<file path="src/rtl/ball_motion_generator.sv">
// ball_motion_generator
//   Produces the ball position from the direction code and the stand flag
//   supplied by the direction-change logic. The ball moves one pixel
//   horizontally per motion tick. Vertical motion is full-rate, half-rate
//   or zero, depending on the direction code. Single-pixel steps ensure that
//   the equality-based border and paddle checks downstream never miss a
//   crossing.
//
// Ports
//   clk                    system clock, rising edge
//   reset_to_start         synchronous active-high reset to the start point
//   stand                  freeze request (sticky until reset)
//   direction[3:0]         motion code 1..10, any other value holds position
//   ball_coord_horizontal  ball X (registered)
//   ball_coord_vertical    ball Y (registered)
//   move_tick              one-cycle pulse in the cycle the coordinates update
//   ball_active            high while in MOVING
//
// Handshake: there is no valid/ready pair. move_tick marks each cycle in
// which the coordinate outputs hold a freshly updated value.
module ball_motion_generator #(
  parameter int MOVE_DIV    = 250000,
  parameter int SERVE_TICKS = 50,
  parameter int START_H     = 462,
  parameter int START_V     = 302,
  parameter int H_MIN       = 225,
  parameter int H_MAX       = 700,
  parameter int V_MIN       = 165,
  parameter int V_MAX       = 440
) (
  input  logic        clk,
  input  logic        reset_to_start,
  input  logic        stand,
  input  logic [3:0]  direction,
  output logic [15:0] ball_coord_horizontal,
  output logic [15:0] ball_coord_vertical,
  output logic        move_tick,
  output logic        ball_active
);

  localparam int DIV_W   = $clog2(MOVE_DIV);
  localparam int SERVE_W = $clog2(SERVE_TICKS + 1);

  localparam logic [DIV_W-1:0]   DIV_LAST   = DIV_W'(MOVE_DIV - 1);
  localparam logic [SERVE_W-1:0] SERVE_LAST = SERVE_W'(SERVE_TICKS - 1);
  localparam logic [15:0] START_H_C = 16'(START_H);
  localparam logic [15:0] START_V_C = 16'(START_V);
  localparam logic [15:0] H_MIN_C   = 16'(H_MIN);
  localparam logic [15:0] H_MAX_C   = 16'(H_MAX);
  localparam logic [15:0] V_MIN_C   = 16'(V_MIN);
  localparam logic [15:0] V_MAX_C   = 16'(V_MAX);

  typedef enum logic [1:0] {
    SERVE   = 2'd0,
    MOVING  = 2'd1,
    STOPPED = 2'd2
  } state_t;

  state_t             state;
  logic [DIV_W-1:0]   div_cnt;
  logic [SERVE_W-1:0] serve_cnt;
  logic               phase;
  logic               tick;

  logic        dir_valid;
  logic        dx_pos;
  logic        v_up;
  logic        v_down;
  logic        v_full;
  logic        v_step;
  logic [15:0] x_cand;
  logic [15:0] y_cand;
  logic [15:0] x_next;
  logic [15:0] y_next;

  assign tick = (div_cnt == DIV_LAST);

  // Direction decode. Codes 1..5 move right and 6..10 move left. The
  // vertical component is arranged symmetrically around codes 3 and 8.
  always_comb begin
    dir_valid = (direction >= 4'd1) && (direction <= 4'd10);
    dx_pos    = (direction >= 4'd1) && (direction <= 4'd5);
    v_up      = 1'b0;
    v_down    = 1'b0;
    v_full    = 1'b0;
    case (direction)
      4'd1:  begin v_up   = 1'b1; v_full = 1'b1; end
      4'd2:  begin v_up   = 1'b1; end
      4'd4:  begin v_down = 1'b1; end
      4'd5:  begin v_down = 1'b1; v_full = 1'b1; end
      4'd6:  begin v_down = 1'b1; v_full = 1'b1; end
      4'd7:  begin v_down = 1'b1; end
      4'd9:  begin v_up   = 1'b1; end
      4'd10: begin v_up   = 1'b1; v_full = 1'b1; end
      default: ;
    endcase
    // Half-rate directions step vertically only on odd phases.
    v_step = v_full | phase;
    x_cand = dx_pos ? ball_coord_horizontal + 16'd1 : ball_coord_horizontal - 16'd1;
    y_cand = v_up   ? ball_coord_vertical   - 16'd1 : ball_coord_vertical   + 16'd1;
    // Each axis saturates on its own. A blocked axis keeps its value and the
    // other axis still moves.
    x_next = ball_coord_horizontal;
    y_next = ball_coord_vertical;
    if (dir_valid && (x_cand >= H_MIN_C) && (x_cand <= H_MAX_C))
      x_next = x_cand;
    if ((v_up || v_down) && v_step && (y_cand >= V_MIN_C) && (y_cand <= V_MAX_C))
      y_next = y_cand;
  end

  always_ff @(posedge clk) begin
    if (reset_to_start) begin
      state                 <= SERVE;
      div_cnt               <= '0;
      serve_cnt             <= '0;
      phase                 <= 1'b0;
      ball_coord_horizontal <= START_H_C;
      ball_coord_vertical   <= START_V_C;
      move_tick             <= 1'b0;
      ball_active           <= 1'b0;
    end else begin
      // The divider free-runs in every state.
      div_cnt   <= tick ? '0 : div_cnt + DIV_W'(1);
      move_tick <= 1'b0;
      case (state)
        SERVE: begin
          if (stand) begin
            state       <= STOPPED;
            ball_active <= 1'b0;
          end else if (tick) begin
            serve_cnt <= serve_cnt + SERVE_W'(1);
            if (serve_cnt == SERVE_LAST) begin
              state       <= MOVING;
              ball_active <= 1'b1;
            end
          end
        end
        MOVING: begin
          // stand takes priority over a coincident tick, so no final step.
          if (stand) begin
            state       <= STOPPED;
            ball_active <= 1'b0;
          end else if (tick) begin
            ball_coord_horizontal <= x_next;
            ball_coord_vertical   <= y_next;
            phase                 <= ~phase;
            move_tick             <= 1'b1;
          end
        end
        STOPPED: begin
          ball_active <= 1'b0;
        end
        default: begin
          state       <= STOPPED;
          ball_active <= 1'b0;
        end
      endcase
    end
  end

endmodule

</file>
<file path="config.mk">
export PLATFORM = sky130hd
export DESIGN_NAME = ball_motion_generator
export DESIGN_NICKNAME = d
export VERILOG_FILES = /design/src/rtl/ball_motion_generator.sv
export SDC_FILE = /design/constraint.sdc
export NUM_CORES = 1
export LEC_CHECK = 0
export CAP_MARGIN = 20
export CORE_AREA = 8 8 104 129
export CTS_CLUSTER_SIZE = 12
export DETAILED_ROUTE_END_ITERATION = 8
export DIE_AREA = 0 0 112 137
export PLACE_DENSITY = 0.67
export SLEW_MARGIN = 20
export SYNTH_ARGS = -nofsm -noshare
export SYNTH_HDL_FRONTEND = slang
export SYNTH_SLANG_ARGS = --single-unit
</file>
<file path="constraint.sdc">
create_clock -name clk -period 6.9 [get_ports clk]
set_input_delay 1.035 -clock clk [delete_from_list [all_inputs] [get_ports clk]]
set_output_delay 1.035 -clock clk [all_outputs]
set_load 0.05 [all_outputs]
</file>
==> results by group <==
Logic synthesis
  • Seq/Total Area, Yosys: 28.2%
  • Syn. warnings: 0
  • Synth top area share: 28.2%
  • Asr flop ratio synth: 0%
  • Synth unique cells: 71
  • Cell taking the most area after synthesis: dfxtp_1
  • Flops & latches, synth: 61
  • Post-Syn Area: 4340 µm²
  • Avg Inst Size Synth: 8.45 µm²
  • Top_reg_cell synth: dfxtp_1
  • Synthesized net count: 559
  • Synth area leaders: dfxtp_1 (28%), ha_1 (11%), xor2_1 (5.0%)
  • Gate Count Post-Synth: 513
  • Post-synth EDFFs: 0

Run status
  • Status: finished, final reports clean

Die
  • Chip width: 112 µm
  • Die H: 137 µm
  • Die area: 15300 µm²
  • Core Region: 11500 µm²
  • Top-Level Pins: 41
  • FP Rows: 44
  • Starting Density: 37.9%

Cells and area
  • Most frequent cells in the layout: dfxtp_1 (61), nor2_1 (42), clkdlybuf4s50_1 (40), ha_1 (37), a21oi_1 (33)
  • Ant. Diodes: 0
  • Layout cell share with drive strength beyond 1: 6.72%
  • Commonest non-fill, non-tap cell in the layout: dfxtp_1
  • Layout overhead on the synthesized area: 19.2%
  • NumNets Final: 593

Clocking
  • CTS tree: done
  • Post-CTS setup buffers: 0
  • Htree depth: 3
  • Hold_buf cts: 0
  • # clock sinks: 61
  • Post-cts resize count: 0
  • TritonCTS Buffers: 9
  • CTS root buf: clkbuf_16
  • Clock latency on the worst-skew pair: 0.34 ns
  • CTS clk-pin slew, worst paths: 0.05 ns
  • Max clock buf depth: 2

STA
  • Total negative setup slack: 0 ns
  • Slew @ Worst Pin: 0.936 ns
  • Fin crit period: 5.42 ns
  • Final Hold Viols: 0
  • # setup viols final: 0
  • Final clock skew: 0.00949 ns
  • Max_slew headroom: 36.6%
  • Fin crit share: 78.6%
  • Setup slack after layout: 1.48 ns
  • Fmax: 0.184 GHz
  • RSZ-0062 raised after global routing: no
  • Max-slew violation count: 0

Route
  • Post-DRT Antenna Nets: 0
  • DR WL met2: 5.48 mm
  • Routed len/inst: 16.2 µm
  • Met3 wire len: 497 µm
  • Initial DRC Count: 283
  • Wl on met1: 4.93 mm
  • DRC: 0
  • Routed vias: 4015
  • DR pass1 iterations: 4
  • WL final: 11.1 mm
  • DR top layer: met4
  • Avg Vias per Cell: 5.83

Worst setup path
  • Critical path class: in2reg
  • Worst path cell trace: clkdlybuf4s50_1 -> or3_1 -> nand2_1 -> ha_1 -> a211oi_1 -> o21bai_1 -> nor2b_1 -> or4b_1 -> o2111a_1 -> o221ai_1 -> nor3_2 -> a311o_1
  • CP max FO: 16
  • Largest delay share family, worst path: simple AND/OR/NAND/NOR gates
  • WP data arrival: 5.64 ns
  • Critical path launch point type: primary input
  • Critical path capture point type: flip-flop
  • CP max-delay cell: clkdlybuf4s50_1
  • Worst path required time: 7.12 ns
  • Slowest cell delay on critical path: 0.51 ns
  • CP Buf/Inv Count: 1

GRT
  • Global Route Usage Sum: 14.7%
  • Total gr overflow: 0
  • First-pass GRT wire length: 18.4 mm
  • Vias in the first global route: 3909
  • Pin count of the biggest net entering global routing: 37
  • Initial antenna violation count: 0

Power
  • Leak Pwr: 2.11 nW
  • Peak supply drop: 109 µV
  • Power per Cell Area: 192 nW/µm²

Hold path
  • Hold Path Class: reg2reg

Place
  • Post-detail-place hpwl: 8.30 mm
  • Dpl ws: 0.929 ns
  • Routability Congestion: 0.858
  • Port-buffer cells: 40

Flow run
  • Max-cap viol count: 0
==> sequential cells by signal, indices dropped and copies added, names as in the netlist <==
signal                 count
ball_active                1
div_cnt                   18
ball_coord_horizontal     16
move_tick                  1
serve_cnt                  6
state                      2
phase                      1
ball_coord_vertical       16
==> metrics by stage <==
step           instances  instance area, µm²  hold slack, ns  util (%)  total power, mW
2_1_floorplan        513                4340           0.399         -            0.481
3_3_place_gp         674                4850           0.403      42.4            0.509
3_5_place_dp         674                4850           0.424      42.4            0.513
4_1_cts              689                5170           0.431      45.1             1.00
5_1_grt              689                5170           0.440      45.2             1.03
6_report             689                5170           0.433      45.2            0.994
==> synthesized netlist by cell type, drive strengths merged, types with 4 or more instances <==
cell type   n
mux2i       6
or2         5
a21o       17
or3         8
a21oi      33
nor3       10
nand4      18
nand2      26
ha         37
inv        23
nor3b      14
o21ai      21
a211oi      5
clkbuf     16
o211ai      6
and4        5
nand2b      4
nand3      12
o211a       5
a31oi      10
and2        6
nor4b       4
xnor2      13
a2111oi     5
dfxtp      61
nor4        8
xor2       25
and3        6
nor2       42
o31ai       9
nor2b       4
==> final timing paths <==
kind,cells past startpoint,slack (ns),from,end
max,12,1.48,direction[2],ball_coord_horizontal[8]
min,1,0.43,state[1],state[0]
max reg2reg,10,3.33,ball_coord_horizontal[0],ball_coord_horizontal[8]
min reg2reg,1,0.43,state[1],state[0]
==> report_power, final <==
group	internal, mW	switching (mW)
combinational	0.0564	0.0966
clock	0.323	0.162
sequential	0.354	0.00151
==> cell type report <==
type,count,area [µm²]
well taps,138,173
multi-input cells,409,2960
clock inverters,4,72.6
clock buffers,11,243
inverters,24,90.1
flip-flops and latches,61,1220
repair buffers,42,415
fillers,1142,6280
==> routing by layer <==
layer	up-vias	track usage, %
met5	-	0
met4	0	5.56
met3	20	4.02
met2	88	26.3
met1	1910	16.5
li1	1997	-
==> cell families after synthesis <==
logic type               count (synthesis)  synth area share [%]
AO/OA/AOI/OAI                          143                  23.4
XOR/XNOR                                38                  7.67
adder cells (fa/ha/maj)                 39                  11.6
buffers and inverters                   43                  3.78
flip-flops                              61                  28.2
multiplexers                             9                  2.16
AND/OR/NAND/NOR                        180                  23.3
Note: power is estimated with default switching activity, not from simulation.
